`src/rtl/credit_bp_tx_if.sv`:
```
// Shared NoC defaults and the link interface carrying flits downstream and credits back upstream.
package noc_pkg;
  localparam int DEFAULT_VC_W          = 2;
  localparam int DEFAULT_D_W           = 32;
  localparam int DEFAULT_X_W           = 4;
  localparam int DEFAULT_Y_W           = 4;
  localparam int DEFAULT_VC_FIFO_DEPTH = 32;
endpackage

interface noc_if #(
  parameter int VC_W = noc_pkg::DEFAULT_VC_W,
  parameter int X_W  = noc_pkg::DEFAULT_X_W,
  parameter int Y_W  = noc_pkg::DEFAULT_Y_W,
  parameter int D_W  = noc_pkg::DEFAULT_D_W
) ();
  typedef struct packed {
    logic [X_W+Y_W-1:0] addr;
  } routeinfo_t;

  typedef struct packed {
    logic [D_W-1:0] data;
  } payload_t;

  typedef struct packed {
    routeinfo_t routeinfo;
    payload_t   payload;
  } packet_t;

  logic [VC_W-1:0] vc_target;
  packet_t         packet;
  logic [VC_W-1:0] vc_credit_gnt;

  modport transmitter (output vc_target, output packet, input vc_credit_gnt);
  modport receiver    (input vc_target, input packet, output vc_credit_gnt);
endinterface

```
`src/rtl/credit_bp_tx.sv`:
```
// Credit-based transmitter: per-VC credit counters gate flits from the switch onto the link
// and produce per-VC backpressure upstream; protocol violations raise a sticky error.
module credit_bp_tx
  import noc_pkg::*;
#(
  parameter int VC_W    = DEFAULT_VC_W,
  parameter int D_W     = DEFAULT_D_W,
  parameter int X_W     = DEFAULT_X_W,
  parameter int Y_W     = DEFAULT_Y_W,
  parameter int DEPTH   = DEFAULT_VC_FIFO_DEPTH,
  parameter int CREDITS = DEPTH - 1,
  parameter int CNT_W   = $clog2(DEPTH) + 1
) (
  input  logic                  clk,
  input  logic                  rst,
  input  logic [VC_W-1:0]       i_v,
  input  logic [X_W-1:0]        i_x,
  input  logic [Y_W-1:0]        i_y,
  input  logic [D_W-1:0]        i_d,
  output logic [VC_W-1:0]       o_b,
  noc_if.transmitter            to_tx,
  output logic                  o_err,
  output logic [VC_W*CNT_W-1:0] o_credit
);

  logic [CNT_W-1:0] cnt [VC_W];
  logic [VC_W-1:0]  full;
  logic [VC_W-1:0]  acc;
  logic             multi;

  always_comb begin
    o_b      = '0;
    full     = '0;
    o_credit = '0;
    // More than one bit set <=> clearing the lowest set bit leaves something behind.
    multi = |(i_v & (i_v - VC_W'(1)));
    for (int unsigned i = 0; i < VC_W; i++) begin
      o_b[i]                     = (cnt[i] == '0);
      full[i]                    = (cnt[i] == CNT_W'(CREDITS));
      o_credit[i*CNT_W +: CNT_W] = cnt[i];
    end
    acc = multi ? '0 : (i_v & ~o_b);
  end

  always_ff @(posedge clk) begin
    if (rst) begin
      for (int unsigned i = 0; i < VC_W; i++) cnt[i] <= CNT_W'(CREDITS);
      o_err                          <= 1'b0;
      to_tx.vc_target                <= '0;
      to_tx.packet.routeinfo.addr    <= '0;
      to_tx.packet.payload.data      <= '0;
    end else begin
      to_tx.vc_target <= acc;
      if (|acc) begin
        to_tx.packet.routeinfo.addr <= {i_x, i_y};
        to_tx.packet.payload.data   <= i_d;
      end
      // A credit returned to an already-full VC is dropped rather than overflowing the counter.
      if (multi || |(to_tx.vc_credit_gnt & full & ~acc)) o_err <= 1'b1;
      for (int unsigned i = 0; i < VC_W; i++) begin
        case ({acc[i], to_tx.vc_credit_gnt[i]})
          2'b10:   cnt[i] <= cnt[i] - CNT_W'(1);
          2'b01:   if (!full[i]) cnt[i] <= cnt[i] + CNT_W'(1);
          default: cnt[i] <= cnt[i];
        endcase
      end
    end
  end

endmodule

```
`src/flat_wrapper.sv`:
```
// flat-port wrapper written by rule: the top's interface ports become plain ports
module credit_bp_tx_flat import noc_pkg::*;
#(
  parameter int VC_W    = DEFAULT_VC_W,
  parameter int D_W     = DEFAULT_D_W,
  parameter int X_W     = DEFAULT_X_W,
  parameter int Y_W     = DEFAULT_Y_W,
  parameter int DEPTH   = DEFAULT_VC_FIFO_DEPTH,
  parameter int CREDITS = DEPTH - 1,
  parameter int CNT_W   = $clog2(DEPTH) + 1
)
  (clk, rst, i_v, i_x, i_y, i_d, o_b, o_err, o_credit, to_tx_vc_target, to_tx_packet, to_tx_vc_credit_gnt);
  noc_if #(.VC_W(VC_W), .X_W(X_W), .Y_W(Y_W), .D_W(D_W)) to_tx_i ();
  input  logic clk;
  input  logic rst;
  input  logic [VC_W-1:0] i_v;
  input  logic [X_W-1:0] i_x;
  input  logic [Y_W-1:0] i_y;
  input  logic [D_W-1:0] i_d;
  output logic [VC_W-1:0] o_b;
  output logic o_err;
  output logic [VC_W*CNT_W-1:0] o_credit;
  output wire logic [$bits(to_tx_i.vc_target)-1:0] to_tx_vc_target;
  output wire logic [$bits(to_tx_i.packet)-1:0] to_tx_packet;
  input wire logic [$bits(to_tx_i.vc_credit_gnt)-1:0] to_tx_vc_credit_gnt;
  assign to_tx_vc_target = to_tx_i.vc_target;
  assign to_tx_packet = to_tx_i.packet;
  assign to_tx_i.vc_credit_gnt = to_tx_vc_credit_gnt;
  credit_bp_tx #(.VC_W(VC_W), .D_W(D_W), .X_W(X_W), .Y_W(Y_W), .DEPTH(DEPTH), .CREDITS(CREDITS), .CNT_W(CNT_W)) u_core (.clk(clk), .rst(rst), .i_v(i_v), .i_x(i_x), .i_y(i_y), .i_d(i_d), .o_b(o_b), .to_tx(to_tx_i), .o_err(o_err), .o_credit(o_credit));
endmodule
```
`config.mk`:
```
export PLATFORM = sky130hd
export DESIGN_NAME = credit_bp_tx_flat
export DESIGN_NICKNAME = d
export VERILOG_FILES = /design/src/rtl/credit_bp_tx_if.sv /design/src/rtl/credit_bp_tx.sv /design/src/flat_wrapper.sv
export SDC_FILE = /design/constraint.sdc
export NUM_CORES = 1
export LEC_CHECK = 0
export BUFFER_PORTS_ARGS = -buffer_cell sky130_fd_sc_hd__clkbuf_2
export CAP_MARGIN = 20
export CORE_UTILIZATION = 40
export DETAILED_ROUTE_END_ITERATION = 16
export PLACE_DENSITY_LB_ADDON = 0.25
export SETUP_SLACK_MARGIN = 0.3
export SYNTH_ARGS = -nofsm -noshare
export SYNTH_HDL_FRONTEND = slang
export SYNTH_SLANG_ARGS = --single-unit
```
`constraint.sdc`:
```
create_clock -name clk -period 3.52 [get_ports clk]
set_input_delay 0.352 -clock clk [delete_from_list [all_inputs] [get_ports clk]]
set_output_delay 0.352 -clock clk [all_outputs]
set_load 0.02 [all_outputs]
```
==> results of run 1 <==
==> critical path, stage by stage, from the launching register on <==
cell,delay [ns]
edfxtp_1,0.45
nor2_1,0.13
nand3_1,0.12
nand3_2,0.13
ha_1,0.18
nor2b_2,0.18
o21ai_2,0.10
buf_4,0.18
ha_1,0.30
o21ai_0,0.12
o21bai_1,0.12
a21oi_2,0.19
mux2_2,0.35
a211o_1,0.28
==> final timing paths <==
path | slack [ns] | from | cells after the start | to
setup / recovery | 0.46 | u_core.cnt[0][2] | 13 | u_core.cnt[0][5]
hold / removal | 0.26 | i_d[17] | 3 | u_core.to_tx.packet[17]
setup reg to reg | 0.46 | u_core.cnt[0][2] | 13 | u_core.cnt[0][5]
hold reg to reg | 0.50 | u_core.to_tx.packet[34] | 2 | u_core.to_tx.packet[34]
==> cell families (layout without fill, tap and decap cells) <==
kind of cell	after synthesis	in the layout	synth area share [%]
fa+ha+maj	12	12	6.05
xor+xnor	2	2	0.672
flops	55	55	46.8
mux	41	41	15.8
simple gates	88	88	15.8
buf+inv	21	127	6.00
compound gates	33	33	8.88
==> per-layer routing <==
layer	up-vias	global-route usage, %	routed length (um)
li1	1091	-	-
met1	1012	18.6	2470
met2	50	26.9	2820
met3	5	2.53	229
met4	0	5.34	57
met5	-	0	0
==> per-stage QoR <==
step | setup WS [ns] | instance area, um^2 | power (W)
after floorplan | 0.378 | 2610 | 0.00108
after global placement | 0.367 | 3140 | 0.00119
after detailed placement | 0.280 | 3140 | 0.00120
after CTS | 0.322 | 3240 | 0.00158
after global routing | 0.286 | 3270 | 0.00166
final | 0.456 | 3270 | 0.00157
==> final cells by class <==
cell class	count	area [um^2]
Multi-Input combinational cell	176	1260
Clock buffer	5	68.8
Inverter	11	46.3
Timing Repair Buffer	108	556
Clock inverter	3	22.5
Tap cell	77	96.3
Fill cell	601	3050
Sequential cell	55	1220
==> synthesized netlist by cell type (3+ instances only) <==
master,instances,area share (%)
nor2_1,56,8.1
dfxtp_1,43,33
mux2i_1,40,15
edfxtp_1,12,14
ha_1,11,5.3
inv_1,9,1.3
nand2_1,9,1.3
a21oi_1,5,0.96
clkbuf_1,5,0.72
nand3_1,5,0.96
a211oi_1,4,1.2
a21o_1,4,1.2
buf_12,4,3.1
o21ai_0,4,0.77
a31oi_1,3,0.72
nor3_1,3,0.58
o21bai_1,3,0.86
==> what timing repair did <==
| action | CTS | global route |
|---|---|---|
| gates resized for setup | 0 | 5 |
| buffers inserted | 2 | 0 |
| endpoints found under the hold margin | 0 | 0 |
| gates cloned | 0 | 0 |
| endpoints found under the setup margin | 1 | 3 |
==> power by group <==
part           total [W]  switching, W  internal [W]  leakage (nW)
Combinational   0.000434      0.000255      0.000179          1.14
Sequential      0.000764     0.0000493      0.000715         0.466
Clock           0.000370      0.000225      0.000145        0.0489
==> flip-flops by register name, indices dropped and copies added, names as in the netlist <==
register,flops
u_core.to_tx.packet,40
u_core.cnt,12
u_core.to_tx.vc_target,2
u_core.o_err,1
==> results.cfg, run 1 <==
[place]
dp_hpwl_mm = 4.01
place.gp.congestion = 0.785
numPlacedInstances = 425
portBuffers = 102

[final_layout]
antenna_cells_inserted = 0
layout_commonest_cell = clkbuf_2
final_nets = 415
finalNonFillerCells = 435
layout.core_utilization_pct = 51.8
syn_to_final_growth_pct = 25.3
drive_gt1_share_pct = 36.6
layout_common_cells = 102 x clkbuf_2, 56 x nor2_1, 43 x dfxtp_1, 40 x mux2i_1, 12 x edfxtp_1

[sta]
timing.clock.skew_ns = 0.00767
setup_viol = 0
timing.slew.headroom_pct = 44.3
transition_at_the_pin_with_the_smallest_max_transition_slack_ns = 0.835
finalHoldViolations = 0
hold_slack_ns = 0.264
period_share_pct = 87.0
grt_setup_unrepaired = true
timing.final.crit_period_ns = 3.06
f_max_mhz = 326
setup_total_negative_slack_ns = 0
slew_viol_final = 0

[clock_tree]
cts_max_path_buffers = 2
tritoncts = built
clock_sink_count = 55
numCtsBuffers = 5
htreeDepth = 2
postCtsHoldBufs = 0
clkLatencyLatePin_ns = 0.31
cts_root_buffer = clkbuf_8
clk_transition_reported_paths_ns = 0.11

[power_and_ir_drop]
vdd_ir_drop_max_uv = 183
leakagePower_nw = 1.66
power.density_nw_per_um2 = 480

[die]
floorplan.die_area_um2 = 6850
num_io_pins = 103
initial_utilization_pct = 41.3
core_um2 = 6310
rows = 29
die_h_um = 82.7
die_x_um = 82.7

[setup_path]
critical_path_required_ns = 3.59
cp_capture_type = flop
cp-start-kind = flop
critical_path_arrival_ns = 3.14
crit_path_max_fanout = 6
criticalPathCategory = flop to flop

[global_routing]
grtUsageTotal_pct = 15.3
grt-ovfl-total = 0
grt_start_max_net_pins = 49
first_pass_grt_wire_length_mm = 8.06
grt_antenna_before_repair = 0
first_global_vias = 1838

[logic_synthesis]
synth_edf_count = 12
syn-instance-count = 252
synth_seq_area_share_pct = 46.8
yosys_register_bits = 55
ys_async_sr_fraction_pct = 0
net_count_of_the_mapped_netlist = 310
yosysWarnings = 0
yosys_most_used_dff = dfxtp_1
yosys.cell_types.count = 46
average_footprint_of_a_synthesized_cell_um2 = 10.3
syn-cell-area_um2 = 2610

[routing]
drc_errors = 0
drt_iter0_markers = 76
dr_total_vias = 2158
finalWirelength_mm = 5.57
ant_nets = 0
post_detailed_route_wirelength_per_cell_um = 12.8
tritonroute_pass_1_iters = 4
post_drt_via_cell_ratio = 4.96

[job]
max_capacitance_violation_count = 0

[min_path]
timing.hold.worst.class = input port to flop

[outcome]
run_status = finished clean
No activity file was read; power rests on OpenSTA's default activity.
==> run 2: changes to the inputs <==
--- a/config.mk
+++ b/config.mk
@@ -9,7 +9,7 @@
 export CAP_MARGIN = 20
 export CORE_UTILIZATION = 40
 export DETAILED_ROUTE_END_ITERATION = 16
-export PLACE_DENSITY_LB_ADDON = 0.25
+export PLACE_DENSITY = 0.68
 export SETUP_SLACK_MARGIN = 0.3
 export SYNTH_ARGS = -nofsm -noshare
 export SYNTH_HDL_FRONTEND = slang
==> run 2 against run 1 <==
Compared with the run above: via count is 2.3% lower; wire length is 0.14% lower; global-route usage up 0.31 points; clock power decreased by 4%; power down 0.64%; fmax grew 1.2%; critical path depth is 1 lower; clock skew shrank 0.0015 ns; sequential cell count unchanged; sequential share of layout area shrank 0.071 points; die area unchanged; critical path type unchanged; largest power group unchanged.
==> results.cfg, run 2 (synthesized netlist as in run 1, its figures left out) <==
[outcome]
run_status = finished clean

[place]
portBuffers = 102
place.gp.congestion = 0.788
numPlacedInstances = 424
dp_hpwl_mm = 4.09

[sta]
timing.final.crit_period_ns = 3.03
setup_viol = 0
timing.clock.skew_ns = 0.00615
slew_viol_final = 0
transition_at_the_pin_with_the_smallest_max_transition_slack_ns = 0.859
grt_setup_unrepaired = true
setup_total_negative_slack_ns = 0
timing.slew.headroom_pct = 42.7
finalHoldViolations = 0
period_share_pct = 86.0
f_max_mhz = 330

[final_layout]
flip_flop_count_of_the_largest_register_after_layout = 40
drive_gt1_share_pct = 36.2
final-seq-area_um2 = 1220
finalNonFillerCells = 433
layout_common_cells = 102 x clkbuf_2, 56 x nor2_1, 43 x dfxtp_1, 40 x mux2i_1, 12 x edfxtp_1
multiInputGateArea_um2 = 1280
syn_to_final_growth_pct = 25.6
largest_register = u_core.to_tx.packet
layout_commonest_cell = clkbuf_2
antenna_cells_inserted = 0
final_nets = 413
reg_top3 = u_core.to_tx.packet: 40 flops, u_core.cnt: 12 flops, u_core.to_tx.vc_target: 2 flops
num-fill-cells = 607

[setup_path]
cp-start-kind = flop
cp_capture_type = flop
critical_path_required_ns = 3.58
criticalPathCategory = flop to flop
critical_path_arrival_ns = 3.09
crit_path_max_fanout = 9

[routing]
drt_iter0_markers = 84
finalWirelength_mm = 5.56
post_detailed_route_wirelength_per_cell_um = 12.8
ant_nets = 0
tritonroute_pass_1_iters = 4
wl_met3_um = 306
post_drt_via_cell_ratio = 4.87
drc_errors = 0
m1WireLength_mm = 2.43
route.met2.wl_mm = 2.77
top_layer_used = met4
dr_total_vias = 2109

[global_routing]
grt_start_max_net_pins = 49
grt-ovfl-total = 0
grtUsageTotal_pct = 15.6
first_pass_grt_wire_length_mm = 8.29
grt_antenna_before_repair = 0
first_global_vias = 1845

[clock_tree]
htreeDepth = 2
postCtsHoldBufs = 0
numCtsBuffers = 5
cts_max_path_buffers = 2
clk_transition_reported_paths_ns = 0.10
clock_sink_count = 55
clkLatencyLatePin_ns = 0.30
tritoncts = built
cts_root_buffer = clkbuf_8

[die]
core_um2 = 6310
die_h_um = 82.7
rows = 29
num_io_pins = 103
die_x_um = 82.7
floorplan.die_area_um2 = 6850
initial_utilization_pct = 41.3

[power_and_ir_drop]
leakagePower_nw = 1.65
vdd_ir_drop_max_uv = 193
power.density_nw_per_um2 = 476

[job]
max_capacitance_violation_count = 0

[min_path]
timing.hold.worst.class = input port to flop
[run 2: report_power, final]
part	total, W	internal (W)	leakage [nW]	switching, W
clock network	0.000355	0.000144	0.0461	0.000211
logic	0.000435	0.000179	1.14	0.000256
registers	0.000767	0.000715	0.466	0.0000525
[run 2: final cells by class]
cell class | count | share of cell area [%]
Tap cell | 77 | 2.94
Timing Repair Buffer | 106 | 16.5
Inverter | 11 | 1.41
Sequential cell | 55 | 37.3
Multi-Input combinational cell | 176 | 39.2
Clock inverter | 2 | 0.459
Clock buffer | 6 | 2.22
[run 2: timing repair]
action	CTS	global route
buffers inserted	1	0
endpoints found under the setup margin	1	2
pin swaps	0	4
gates resized for setup	3	6
[run 2: per-stage QoR]
| step | cell area (um^2) | power [W] | setup slack (ns) | hold WS (ns) | util, % |
|---|---|---|---|---|---|
| after global placement | 3130 | 0.00119 | 0.293 | 0.473 | 49.6 |
| after detailed placement | 3130 | 0.00120 | 0.189 | 0.483 | 49.6 |
| after floorplan | 2610 | 0.00108 | 0.378 | 0.496 | - |
| after CTS | 3240 | 0.00157 | 0.306 | 0.262 | 51.3 |
| final | 3270 | 0.00156 | 0.493 | 0.270 | 51.9 |
| after global routing | 3270 | 0.00166 | 0.271 | 0.263 | 51.9 |
[run 2: path summary, 6_finish.rpt]
kind	depth (start not counted)	startpoint	end	slack, ns
worst max-delay path	12	u_core.cnt[0][5]	u_core.cnt[0][5]	0.49
worst min-delay path	3	i_d[3]	u_core.to_tx.packet[3]	0.27
worst max register to register	12	u_core.cnt[0][5]	u_core.cnt[0][5]	0.49
worst min register to register	2	u_core.to_tx.packet[4]	u_core.to_tx.packet[4]	0.51
[run 2: layer usage]
| layer | vias to the layer above | track usage, % |
|---|---|---|
| met5 | - | 0 |
| met2 | 59 | 26.5 |
| met3 | 7 | 4.40 |
| li1 | 1081 | - |
| met1 | 962 | 19.2 |
| met4 | 0 | 4.14 |
[run 2: critical path: stages (launching register included)]
cell and delay (ns):
edfxtp_1 0.47, nor2_1 0.13, nand3_1 0.12, nand3_2 0.12
ha_1 0.19, nor2b_4 0.18, o21ai_4 0.13, ha_1 0.35
o21ai_1 0.17, o21bai_1 0.10, a21oi_2 0.18, mux2_2 0.35
a211o_1 0.29
==> run 3: changes to the inputs <==
--- a/config.mk
+++ b/config.mk
@@ -8,6 +8,7 @@
 export BUFFER_PORTS_ARGS = -buffer_cell sky130_fd_sc_hd__clkbuf_2
 export CAP_MARGIN = 20
 export CORE_UTILIZATION = 40
+export CTS_BUF_LIST = sky130_fd_sc_hd__clkbuf_8
 export DETAILED_ROUTE_END_ITERATION = 16
 export PLACE_DENSITY = 0.68
 export SETUP_SLACK_MARGIN = 0.3
==> run 3 against run 2 <==
Compared with the run above: design area stayed put; global-route usage is the same; die area unchanged; register-to-register slack is essentially flat; via count down 0.24%; fmax is the same; sequential power is essentially flat; clock power is essentially flat; hold slack about the same; utilization unchanged; clock skew is the same; first-iteration DRC count did not move.
==> results.cfg, run 3 (synthesized netlist as in run 1, its figures left out) <==
[outcome]
run_status = finished clean

[clock_tree]
clock_sink_count = 55
numCtsBuffers = 5
clk_transition_reported_paths_ns = 0.10
cts_root_buffer = clkbuf_8
htreeDepth = 2
tritoncts = built
cts_max_path_buffers = 2
clkLatencyLatePin_ns = 0.30
postCtsHoldBufs = 0

[final_layout]
antenna_cells_inserted = 0
num-fill-cells = 607
multiInputGateArea_um2 = 1280
final_nets = 413
syn_to_final_growth_pct = 25.6
layout_common_cells = 102 x clkbuf_2, 56 x nor2_1, 43 x dfxtp_1, 40 x mux2i_1, 12 x edfxtp_1
drive_gt1_share_pct = 36.2
final-seq-area_um2 = 1220
final_design_area_excluding_fillers_um2 = 3270
reg_top3 = u_core.to_tx.packet: 40 flops, u_core.cnt: 12 flops, u_core.to_tx.vc_target: 2 flops
layout_commonest_cell = clkbuf_2
largest_register = u_core.to_tx.packet
flip_flop_count_of_the_largest_register_after_layout = 40

[setup_path]
max_stage_delay_ns = 0.47
timing.critical_path.cells = nor2_1 -> nand3_1 -> nand3_2 -> ha_1 -> nor2b_4 -> o21ai_4 -> ha_1 -> o21ai_1 -> o21bai_1 -> a21oi_2 -> mux2_2 -> a211o_1
critical_path_required_ns = 3.58
cp-start-kind = flop
crit_path_max_fanout = 9
worst_path_max_delay_cell = edfxtp_1
criticalPathCategory = flop to flop
critical_path_arrival_ns = 3.09
cp_capture_type = flop
cp_common_cell = ha_1

[place]
detailed_place.area_um2 = 3130
portBuffers = 102
place.gp.congestion = 0.788
dp_hpwl_mm = 4.09

[sta]
setup_total_negative_slack_ns = 0
grt_setup_unrepaired = true
transition_at_the_pin_with_the_smallest_max_transition_slack_ns = 0.865
timing.final.crit_period_ns = 3.03
timing.clock.skew_ns = 0.00615
f_max_mhz = 330
setup_viol = 0
finalHoldViolations = 0
period_share_pct = 86.0
timing.slew.headroom_pct = 42.3
hold_slack_ns = 0.270
slew_viol_final = 0

[min_path]
timing.hold.worst.class = input port to flop

[routing]
finalWirelength_mm = 5.58
post_detailed_route_wirelength_per_cell_um = 12.9
drc_errors = 0
dr_total_vias = 2104
ant_nets = 0
drt_iter0_markers = 84
post_drt_via_cell_ratio = 4.86
tritonroute_pass_1_iters = 4

[global_routing]
first_global_vias = 1845
grt_start_max_net_pins = 49
grtUsageTotal_pct = 15.6
grt_antenna_before_repair = 0
grt-ovfl-total = 0
first_pass_grt_wire_length_mm = 8.29

[die]
core_um2 = 6310
die_x_um = 82.7
die_h_um = 82.7
initial_utilization_pct = 41.3
num_io_pins = 103
floorplan.die_area_um2 = 6850
rows = 29

[power_and_ir_drop]
leakagePower_nw = 1.65
power_w = 0.00155
vdd_ir_drop_max_uv = 193
power.density_nw_per_um2 = 475

[job]
max_capacitance_violation_count = 0
-- run 3: cell count changes in the layout (fill, tap and decap cells not counted) --
| cell | before | now |
|---|---|---|
| inv_1 | 9 | 10 |
| clkbuf_1 | 1 | 0 |
-- run 3: what timing repair did --
item	4_1_cts	5_1_grt
setup buffers	1	0
setup endpoints to repair	1	2
pin swaps	0	4
resized for setup	3	6
-- run 3: final timing paths --
check	start	to	slack (ns)	depth (start not counted)
min	i_d[3]	u_core.to_tx.packet[3]	0.27	3
min reg2reg	u_core.to_tx.packet[4]	u_core.to_tx.packet[4]	0.51	2
max	u_core.cnt[0][5]	u_core.cnt[0][5]	0.49	12
max reg2reg	u_core.cnt[0][5]	u_core.cnt[0][5]	0.49	12
-- run 3: cell type report --
| class | count | share of cell area (%) |
|---|---|---|
| Clock buffer | 5 | 2.10 |
| Timing Repair Buffer | 106 | 16.5 |
| Inverter | 11 | 1.41 |
| Multi-Input combinational cell | 176 | 39.2 |
| Sequential cell | 55 | 37.3 |
| Tap cell | 77 | 2.94 |
| Clock inverter | 3 | 0.573 |
-- run 3: critical path: cells and delay by family (launching register included) --
kind	cells	cell delay (ns)
AO/OA/AOI/OAI	5	0.87
AND/OR/NAND/NOR	4	0.55
flip-flops	1	0.47
adder cells (fa/ha/maj)	2	0.54
multiplexers	1	0.35
-- run 3: stage by stage --
step                      cells  utilization [%]  worst slack [ns]
after global placement      424             49.6             0.293
after floorplan             252                -             0.378
final                       433             51.9             0.493
after CTS                   433             51.3             0.306
after detailed placement    424             49.6             0.189
after global routing        433             51.9             0.271
-- run 3: metal layers --
layer  track usage [%]  part of all wire [%]  up-vias
li1                  -                     -     1081
met1              19.2                    44      957
met2              26.5                    50       59
met3              4.40                   5.6        7
met4              4.14                   1.0        0
met5                 0                     0        -
-- run 3: report_power, final --
part | switching (W) | total [W] | internal, W
Sequential | 0.0000522 | 0.000767 | 0.000715
Combinational | 0.000256 | 0.000435 | 0.000179
Clock | 0.000211 | 0.000353 | 0.000141
